$ cat config.mk
export PLATFORM = sky130hd
export DESIGN_NAME = cpu_arith_unit
export DESIGN_NICKNAME = d
export VERILOG_FILES = /design/src/rtl/cpu_arith_unit.sv
export SDC_FILE = /design/constraint.sdc
export NUM_CORES = 2
export LEC_CHECK = 0
export ABC_AREA = 1
export CORE_MARGIN = 2
export CORE_UTILIZATION = 30
export CTS_CLUSTER_DIAMETER = 60
export DETAILED_ROUTE_END_ITERATION = 7
export GPL_TIMING_DRIVEN = 0
export PLACE_DENSITY = 0.58
export SYNTH_ARGS = -nofsm -noshare
export SYNTH_HDL_FRONTEND = slang
export SYNTH_SLANG_ARGS = --single-unit
export TNS_END_PERCENT = 20
$ cat constraint.sdc
create_clock -name i_clock -period 7.7 [get_ports i_clock]
set_clock_uncertainty 0.2 [all_clocks]
set_input_delay 1.925 -clock i_clock [delete_from_list [all_inputs] [get_ports i_clock]]
set_output_delay 1.925 -clock i_clock [all_outputs]
set_load 0.02 [all_outputs]
$ cat src/rtl/cpu_arith_unit.sv
// RV32 execute-stage integer datapath: combinational ALU, 2-cycle pipelined 32x32->64
// multiplier and a 33-cycle restoring radix-2 divider sharing one latch strobe.
module cpu_arith_unit (
  input  logic        i_clock,
  input  logic        i_reset,
  input  logic [3:0]  i_alu_op,
  input  logic [31:0] i_op1,
  input  logic [31:0] i_op2,
  input  logic        i_latch,
  input  logic        i_signed,
  output logic [31:0] o_result,
  output logic [31:0] o_shift_result,
  output logic [31:0] o_signed_sum_result,
  output logic        o_compare_result,
  output logic [63:0] o_mul_result,
  output logic        o_mul_done,
  output logic [31:0] o_div_result,
  output logic [31:0] o_div_remainder,
  output logic        o_div_done
);

  // ---------------------------------------------------------------- ALU
  logic [4:0] shamt;
  assign shamt               = i_op2[4:0];
  assign o_signed_sum_result = i_op1 + i_op2;

  always_comb begin
    o_result         = '0;
    o_shift_result   = '0;
    o_compare_result = 1'b0;
    case (i_alu_op)
      4'd0:    o_result = i_op1 + i_op2;
      4'd1:    o_result = i_op1 - i_op2;
      4'd2:    o_result = i_op1 & i_op2;
      4'd3:    o_result = i_op1 | i_op2;
      4'd4:    o_result = i_op1 ^ i_op2;
      4'd5:    o_shift_result = i_op1 << shamt;
      4'd6:    o_shift_result = i_op1 >> shamt;
      4'd7:    o_shift_result = $signed(i_op1) >>> shamt;
      4'd8:    o_compare_result = $signed(i_op1) < $signed(i_op2);
      4'd9:    o_compare_result = i_op1 < i_op2;
      4'd10:   o_compare_result = i_op1 == i_op2;
      4'd11:   o_compare_result = i_op1 != i_op2;
      4'd12:   o_compare_result = $signed(i_op1) >= $signed(i_op2);
      4'd13:   o_compare_result = i_op1 >= i_op2;
      default: ;
    endcase
  end

  // ---------------------------------------------------------- Multiplier
  logic [31:0] mul_a_q, mul_b_q;
  logic        mul_sgn_q, mul_v0_q, mul_v1_q, mul_done_q;
  logic [63:0] prod_q, mul_res_q, prod;
  logic [32:0] mul_a_ext, mul_b_ext;

  // Sign- or zero-extend to 33 bits so one signed multiply covers both modes.
  assign mul_a_ext = {mul_sgn_q & mul_a_q[31], mul_a_q};
  assign mul_b_ext = {mul_sgn_q & mul_b_q[31], mul_b_q};
  assign prod      = 64'($signed(mul_a_ext) * $signed(mul_b_ext));

  always_ff @(posedge i_clock or negedge i_reset) begin
    if (!i_reset) begin
      mul_a_q    <= '0;
      mul_b_q    <= '0;
      mul_sgn_q  <= 1'b0;
      mul_v0_q   <= 1'b0;
      mul_v1_q   <= 1'b0;
      prod_q     <= '0;
      mul_res_q  <= '0;
      mul_done_q <= 1'b0;
    end else if (i_latch) begin
      mul_a_q    <= i_op1;
      mul_b_q    <= i_op2;
      mul_sgn_q  <= i_signed;
      mul_v0_q   <= 1'b1;
      mul_v1_q   <= 1'b0;
      mul_done_q <= 1'b0;
    end else begin
      mul_v0_q <= 1'b0;
      mul_v1_q <= mul_v0_q;
      if (mul_v0_q) prod_q <= prod;
      if (mul_v1_q) begin
        mul_res_q  <= prod_q;
        mul_done_q <= 1'b1;
      end
    end
  end

  assign o_mul_result = mul_res_q;
  assign o_mul_done   = mul_done_q;

  // ------------------------------------------------------------- Divider
  typedef enum logic [1:0] {StIdle, StRun, StFix} div_state_e;
  div_state_e  st_q, st_d;
  logic [4:0]  cnt_q, cnt_d;
  logic [31:0] rem_q, rem_d, quo_q, quo_d, den_q, den_d, num_q, num_d;
  logic [31:0] div_res_q, div_res_d, div_rem_q, div_rem_d;
  logic        q_neg_q, q_neg_d, r_neg_q, r_neg_d, den_zero_q, den_zero_d;
  logic        div_done_q, div_done_d;
  logic [32:0] r_sh, diff;

  always_comb begin
    st_d       = st_q;
    cnt_d      = cnt_q;
    rem_d      = rem_q;
    quo_d      = quo_q;
    den_d      = den_q;
    num_d      = num_q;
    q_neg_d    = q_neg_q;
    r_neg_d    = r_neg_q;
    den_zero_d = den_zero_q;
    div_res_d  = div_res_q;
    div_rem_d  = div_rem_q;
    div_done_d = div_done_q;
    r_sh       = {rem_q, quo_q[31]};
    diff       = r_sh - {1'b0, den_q};
    if (i_latch) begin
      st_d       = StRun;
      cnt_d      = '0;
      rem_d      = '0;
      quo_d      = (i_signed && i_op1[31]) ? -i_op1 : i_op1;
      den_d      = (i_signed && i_op2[31]) ? -i_op2 : i_op2;
      num_d      = i_op1;
      q_neg_d    = i_signed & (i_op1[31] ^ i_op2[31]);
      r_neg_d    = i_signed & i_op1[31];
      den_zero_d = (i_op2 == '0);
      div_done_d = 1'b0;
    end else begin
      case (st_q)
        StRun: begin
          // Borrow out of bit 32 means the trial subtraction went negative: restore.
          if (!diff[32]) begin
            rem_d = diff[31:0];
            quo_d = {quo_q[30:0], 1'b1};
          end else begin
            rem_d = r_sh[31:0];
            quo_d = {quo_q[30:0], 1'b0};
          end
          cnt_d = cnt_q + 5'd1;
          if (cnt_q == 5'd31) st_d = StFix;
        end
        StFix: begin
          st_d       = StIdle;
          div_done_d = 1'b1;
          if (den_zero_q) begin
            div_res_d = 32'hFFFF_FFFF;
            div_rem_d = num_q;
          end else begin
            div_res_d = q_neg_q ? -quo_q : quo_q;
            div_rem_d = r_neg_q ? -rem_q : rem_q;
          end
        end
        default: ;
      endcase
    end
  end

  always_ff @(posedge i_clock or negedge i_reset) begin
    if (!i_reset) begin
      st_q       <= StIdle;
      cnt_q      <= '0;
      rem_q      <= '0;
      quo_q      <= '0;
      den_q      <= '0;
      num_q      <= '0;
      q_neg_q    <= 1'b0;
      r_neg_q    <= 1'b0;
      den_zero_q <= 1'b0;
      div_res_q  <= '0;
      div_rem_q  <= '0;
      div_done_q <= 1'b0;
    end else begin
      st_q       <= st_d;
      cnt_q      <= cnt_d;
      rem_q      <= rem_d;
      quo_q      <= quo_d;
      den_q      <= den_d;
      num_q      <= num_d;
      q_neg_q    <= q_neg_d;
      r_neg_q    <= r_neg_d;
      den_zero_q <= den_zero_d;
      div_res_q  <= div_res_d;
      div_rem_q  <= div_rem_d;
      div_done_q <= div_done_d;
    end
  end

  assign o_div_result    = div_res_q;
  assign o_div_remainder = div_rem_q;
  assign o_div_done      = div_done_q;

endmodule

Word level (Yosys, flattened, before mapping)
Cells that the tools add are included.

Register bits: 367. Latch bits: 0. Memory bits (writable): 0. Memory bits (read-only): 0. Input port bits: 72. Output and inout bits: 227. Word-level logic and storage cells: 101. Memories kept: 0.

Add/sub/neg operators: 8. Multipliers: 1. Divide/modulo/power cells: 0. $lt $le $gt $ge: 4. Eq/ne operators: 19. Shift-type cells: 3. Mux-type cells: 26. Bitwise gates (word level): 9. Reductions and logical operators: 12.

Operator list (number): $mux W32 (11); $pmux W32 S5 (1); $neg A32 Y32 (4); $pmux W32 S3 (1); $ge A32 B32 Y1 (2); $lt A32 B32 Y1 (2); $mul A33 B33 Y64 (1); $sub A33 B32 Y33 (1); $add A32 B32 Y32 (1); $and A32 B32 Y32 (1); $eq A32 B32 Y1 (1); $logic_not A32 Y1 (1); $ne A32 B32 Y1 (1); $or A32 B32 Y32 (1); $shl A32 B5 Y32 (1); $shr A32 B5 Y32 (1); $sshr A32 B5 Y32 (1); $sub A32 B32 Y32 (1); $xor A32 B32 Y32 (1); $eq A4 B4 Y1 const B (6); $eq A4 B3 Y1 const B (4); $mux W5 (2); $eq A4 B2 Y1 const B (2); $reduce_and A2 Y1 (4); other kinds (17) (30).

Depth between registers and ports, before layout
Depth after elaboration: 4. Gate-level depth with buffers: 34. Depth with buffers taken out: 32.

Worst setup path before layout
Ideal clock, no wire load.

Path type: register to register. From: reg num_q[31] (netlist name). To: reg prod_q[59]. Setup time: 0.118 ns. Arrival time: 7.436 ns. Required time: 7.382 ns. Setup slack: -0.054 ns. Cell stages (with the launch flop): 29. Buffers on the path: 2. Period minus slack after synthesis: 7.754 ns. Cells stage by stage: dfrtp_1 > buf_2 > nand2_1 > clkbuf_1 > nor2_1 > fa_1 > fa_1 > fa_1 > inv_1 > fa_1 > inv_1 > fa_1 > fa_1 > inv_1 > fa_1 > fa_1 > inv_1 > ha_1 > nand2_1 > nor2_1 > inv_1 > nor2_1 > inv_1 > nor4_1 > nand2_1 > nand3_1 > nand2_1 > nand3_1 > nand2_1.

RTL lines: end signal: assignment (RTL line 81) `if (mul_v0_q) prod_q <= prod;`; end: declaration (RTL line 53) `logic [63:0] prod_q, mul_res_q, prod;`.

Final worst setup path
From: in i_op1[9]. To: out o_result[12].

Cells in the longest elaborated chain, start to end: 2. Elaborated cells between the ends (all ways): 3. Those cells by class: add/sub: 2; mux: 1.

RTL lines: start: declaration (RTL line 7) `input logic [31:0] i_op1,`; $sub A32 B32 Y32 or $add A32 B32 Y32 (tied branches) (RTL line 33, 32); $pmux W32 S5 * (RTL line 31) `case (i_alu_op)`; end: declaration (RTL line 11) `output logic [31:0] o_result,`.

Mark *: on every way between the ends. The rest lies on a longest branch, timed or not.

==> flow_summary.yaml <==
run_status:
  outcome: "finished, violations left"
  violations: "negative setup slack"
detailed_routing:
  antenna_left: 0
  drt-vias-per-instance: 5.14
  first_pass_iters: 8
  routed_wl_um: 315000
  drtIter0Drc: 7122
  drc: 0
  drt-wirelength-per-cell_um: 24.6
  vias: 65800
cells_and_area:
  stdcell_area_mm2: 0.0797
  final_layout_size_suffix_gt1_share_pct: 9.00
  nets: 11300
  area_delta_synth_final_pct: 16.1
  fin_cells: 12800
  fill_cells: 24500
place:
  dpl_cell_area_mm2: 0.0755
  dpl.hpwl_um: 263000
  port_buffers: 298
  dp_cells: 12700
  gp_congestion: 1.06
yosys:
  synth_ff_type: "dfrtp_1"
  ys_seq_elements: 366
  syn_inst: 9399
  yosys_warnings: 0
  syn_area_mm2: 0.0686
  synth-edff-count: 0
  async_reset_ff_share_pct: 100
  avgSynthCellArea_um2: 7.30
  synth_seq_area_share_pct: 13.3
  ys_types: 67
  synth_nets: 10900
global_routing:
  grt_max_degree: 118
  grt_overflow_total: 0
  track_usage_pct: 26.8
  antenna_found_initial: 18
  grt_pass1_wl_um: 454000
  first_global_vias: 66700
clocking:
  htree_levels: 2
  cts_root_buf: "clkbuf_16"
  holdBufCountCts: 0
  cts_buffer_depth: 3
  clk_pin_slew_ns: 0.06
  cts_made_buffers: 47
  tritoncts: "built"
  worstSkewPairLatency_ns: 0.65
  clock_sinks: 366
sta:
  maxSlewViolCount: 0
  whs_ns: 0.276
  max_slew_margin_pct: 12.7
  fin_tns_setup_ns: -0.162
  max_freq_mhz: 128
  rsz0062_at_grt: "yes"
  period_share_pct: 101
  tightest_slew_ns: 1.31
  hold_viol: 0
  fin_crit_ns: 7.79
  setup_viol_count_final: 3
  fin_ws_ns: -0.0922
floorplanning:
  dieArea_mm2: 0.233
  pin_count: 299
  die_x_um: 482
  rows: 175
  die_h_um: 482
  coreArea_mm2: 0.227
  start_util_pct: 30.2
critical_path:
  cp_max_fo: 9
  end_kind: "output port"
  required_ns: 5.58
  slowest_stage: "clkdlybuf4s50_1"
  path_cells: "clkdlybuf4s15_1 > inv_1 > ha_1 > buf_2 > a21oi_1 > nor2_1 > nor2_2 > nand3_2 > xor2_4 > nand2_1 > nand3_1 > clkdlybuf4s50_1"
  start_kind: "input pin"
  cpPeakStageDelay_ns: 0.66
  cp.arrival_ns: 5.67
  critPathTopFamily: "buffers and inverters"
  cp.buffers_inverters: 4
  worstSetupPathType: "in -> out"
min_path:
  hold_class: "reg -> reg"
run:
  drv_cap: 0
final timing paths:
kind | from | to | slack [ns] | cells past startpoint
worst max-delay path | i_op1[9] | o_result[12] | -0.09 | 12
worst min-delay path | prod_q[61] | prod_q[61] | 0.28 | 2
worst max register to register | mul_b_q[28] | prod_q[52] | 0.02 | 27
worst min register to register | prod_q[61] | prod_q[61] | 0.28 | 2
max in group asynchronous | i_reset | mul_b_q[27] | 4.76 | 3
min in group asynchronous | i_reset | prod_q[0] | 1.02 | 1
layout by cell type (no fill, tap or decap), types with 36 or more instances in the layout:
| master | netlist | layout |
|---|---|---|
| buf_4 | 2 | 83 |
| buf_2 | 54 | 78 |
| nand4_1 | 72 | 72 |
| o21ai_1 | 13 | 37 |
| o211ai_1 | 42 | 42 |
| nor2_2 | 11 | 53 |
| nand3_1 | 453 | 438 |
| nor3_1 | 53 | 46 |
| fa_1 | 1128 | 1101 |
| xnor2_1 | 42 | 42 |
| clkbuf_16 | 0 | 49 |
| inv_1 | 2167 | 2139 |
| mux2_2 | 36 | 36 |
| dfrtp_2 | 0 | 43 |
| ha_1 | 347 | 305 |
| clkbuf_1 | 358 | 112 |
| clkbuf_2 | 2 | 61 |
| nand2_1 | 2484 | 2453 |
| xor2_1 | 50 | 43 |
| a21oi_2 | 1 | 39 |
| o21ai_0 | 470 | 439 |
| o22ai_1 | 43 | 43 |
| dfrtp_1 | 366 | 315 |
| clkdlybuf4s50_1 | 0 | 223 |
| clkbuf_4 | 0 | 67 |
| a21oi_1 | 372 | 332 |
| nor2_1 | 523 | 451 |
cell families after synthesis:
logic type	Yosys count	synth area share [%]
buf+inv	2620	14.5
compound gates	1099	8.91
mux	49	0.780
flops	366	13.3
fa+ha+maj	1475	39.2
xor+xnor	92	1.17
simple gates	3698	22.0
layout make-up:
| class | instances | area [um2] | share of cell area (%) |
|---|---|---|---|
| diodes | 6 | 15.0 | 0.0188 |
| plain buffers | 384 | 2300 | 2.89 |
| clock buffers | 62 | 1300 | 1.64 |
| clock inverters | 23 | 275 | 0.345 |
| inverters | 2174 | 8210 | 10.3 |
| multi-input cells | 6413 | 50900 | 63.9 |
| flip-flops and latches | 366 | 9240 | 11.6 |
| well taps | 3009 | 3760 | 4.72 |
| repair buffers | 368 | 3670 | 4.61 |
cells in the mapped netlist (all sizes together) (13+ instances only):
cell type	instances	area (um2)
a21oi	374	1890
a221oi	18	158
a22oi	13	103
a31oi	22	138
buf	86	462
clkbuf	360	1350
dfrtp	366	9160
fa	1128	22600
ha	347	4340
inv	2171	8150
mux2	36	405
mux2i	13	130
nand2	2494	9410
nand3	459	2340
nand3b	15	113
nand4	73	463
nor2	538	2080
nor3	56	302
nor4	19	131
o211ai	42	315
o21a	20	150
o21ai	486	2440
o21bai	32	240
o22ai	43	269
or2	25	156
xnor2	42	368
xor2	50	438
stage by stage:
stage                     utilization, %  setup WS [ns]
after global placement              33.1         -12.79
after floorplan                        -          0.100
final                               35.0        -0.0922
after detailed placement            33.2          -1.99
after global routing                35.0         -0.160
after CTS                           34.5        -0.0729
what timing repair did:
action / in CTS / in global routing
buffers inserted: 32 / 35
gates resized for setup: 619 / 419
endpoints found under the setup margin: 105 / 73
gates cloned: 0 / 0
pin swaps: 16 / 60
metal layers:
layer	share of wire (%)	up-vias	global-route usage, %
met3	10	884	6.24
li1	-	28900	-
met4	7.3	20	15.9
met1	38	32300	33.3
met5	0.043	-	0
met2	44	3701	42.4
flip-flops by register name, summed over array words and instances, names as in the netlist:
signal and flops:
mul_sgn_q 1, quo_q 32, o_mul_done 1, mul_b_q 32, o_div_result 32, o_div_done 1
prod_q 64, o_mul_result 64, den_q 31, mul_v1_q 1, q_neg_q 1, st_q 2
num_q 32, r_neg_q 1, cnt_q 5, den_zero_q 1, rem_q 32, mul_v0_q 1
o_div_remainder 32
tightest hold or removal path, cell delays in order, from the launching register on:
cell and delay (ns):
dfrtp_1 0.33, nand2_1 0.06, nand2_1 0.05
Power is left out: the tool's default activity adds up to more than one toggle a clock period on the data nets, which glitch-free logic cannot reach.
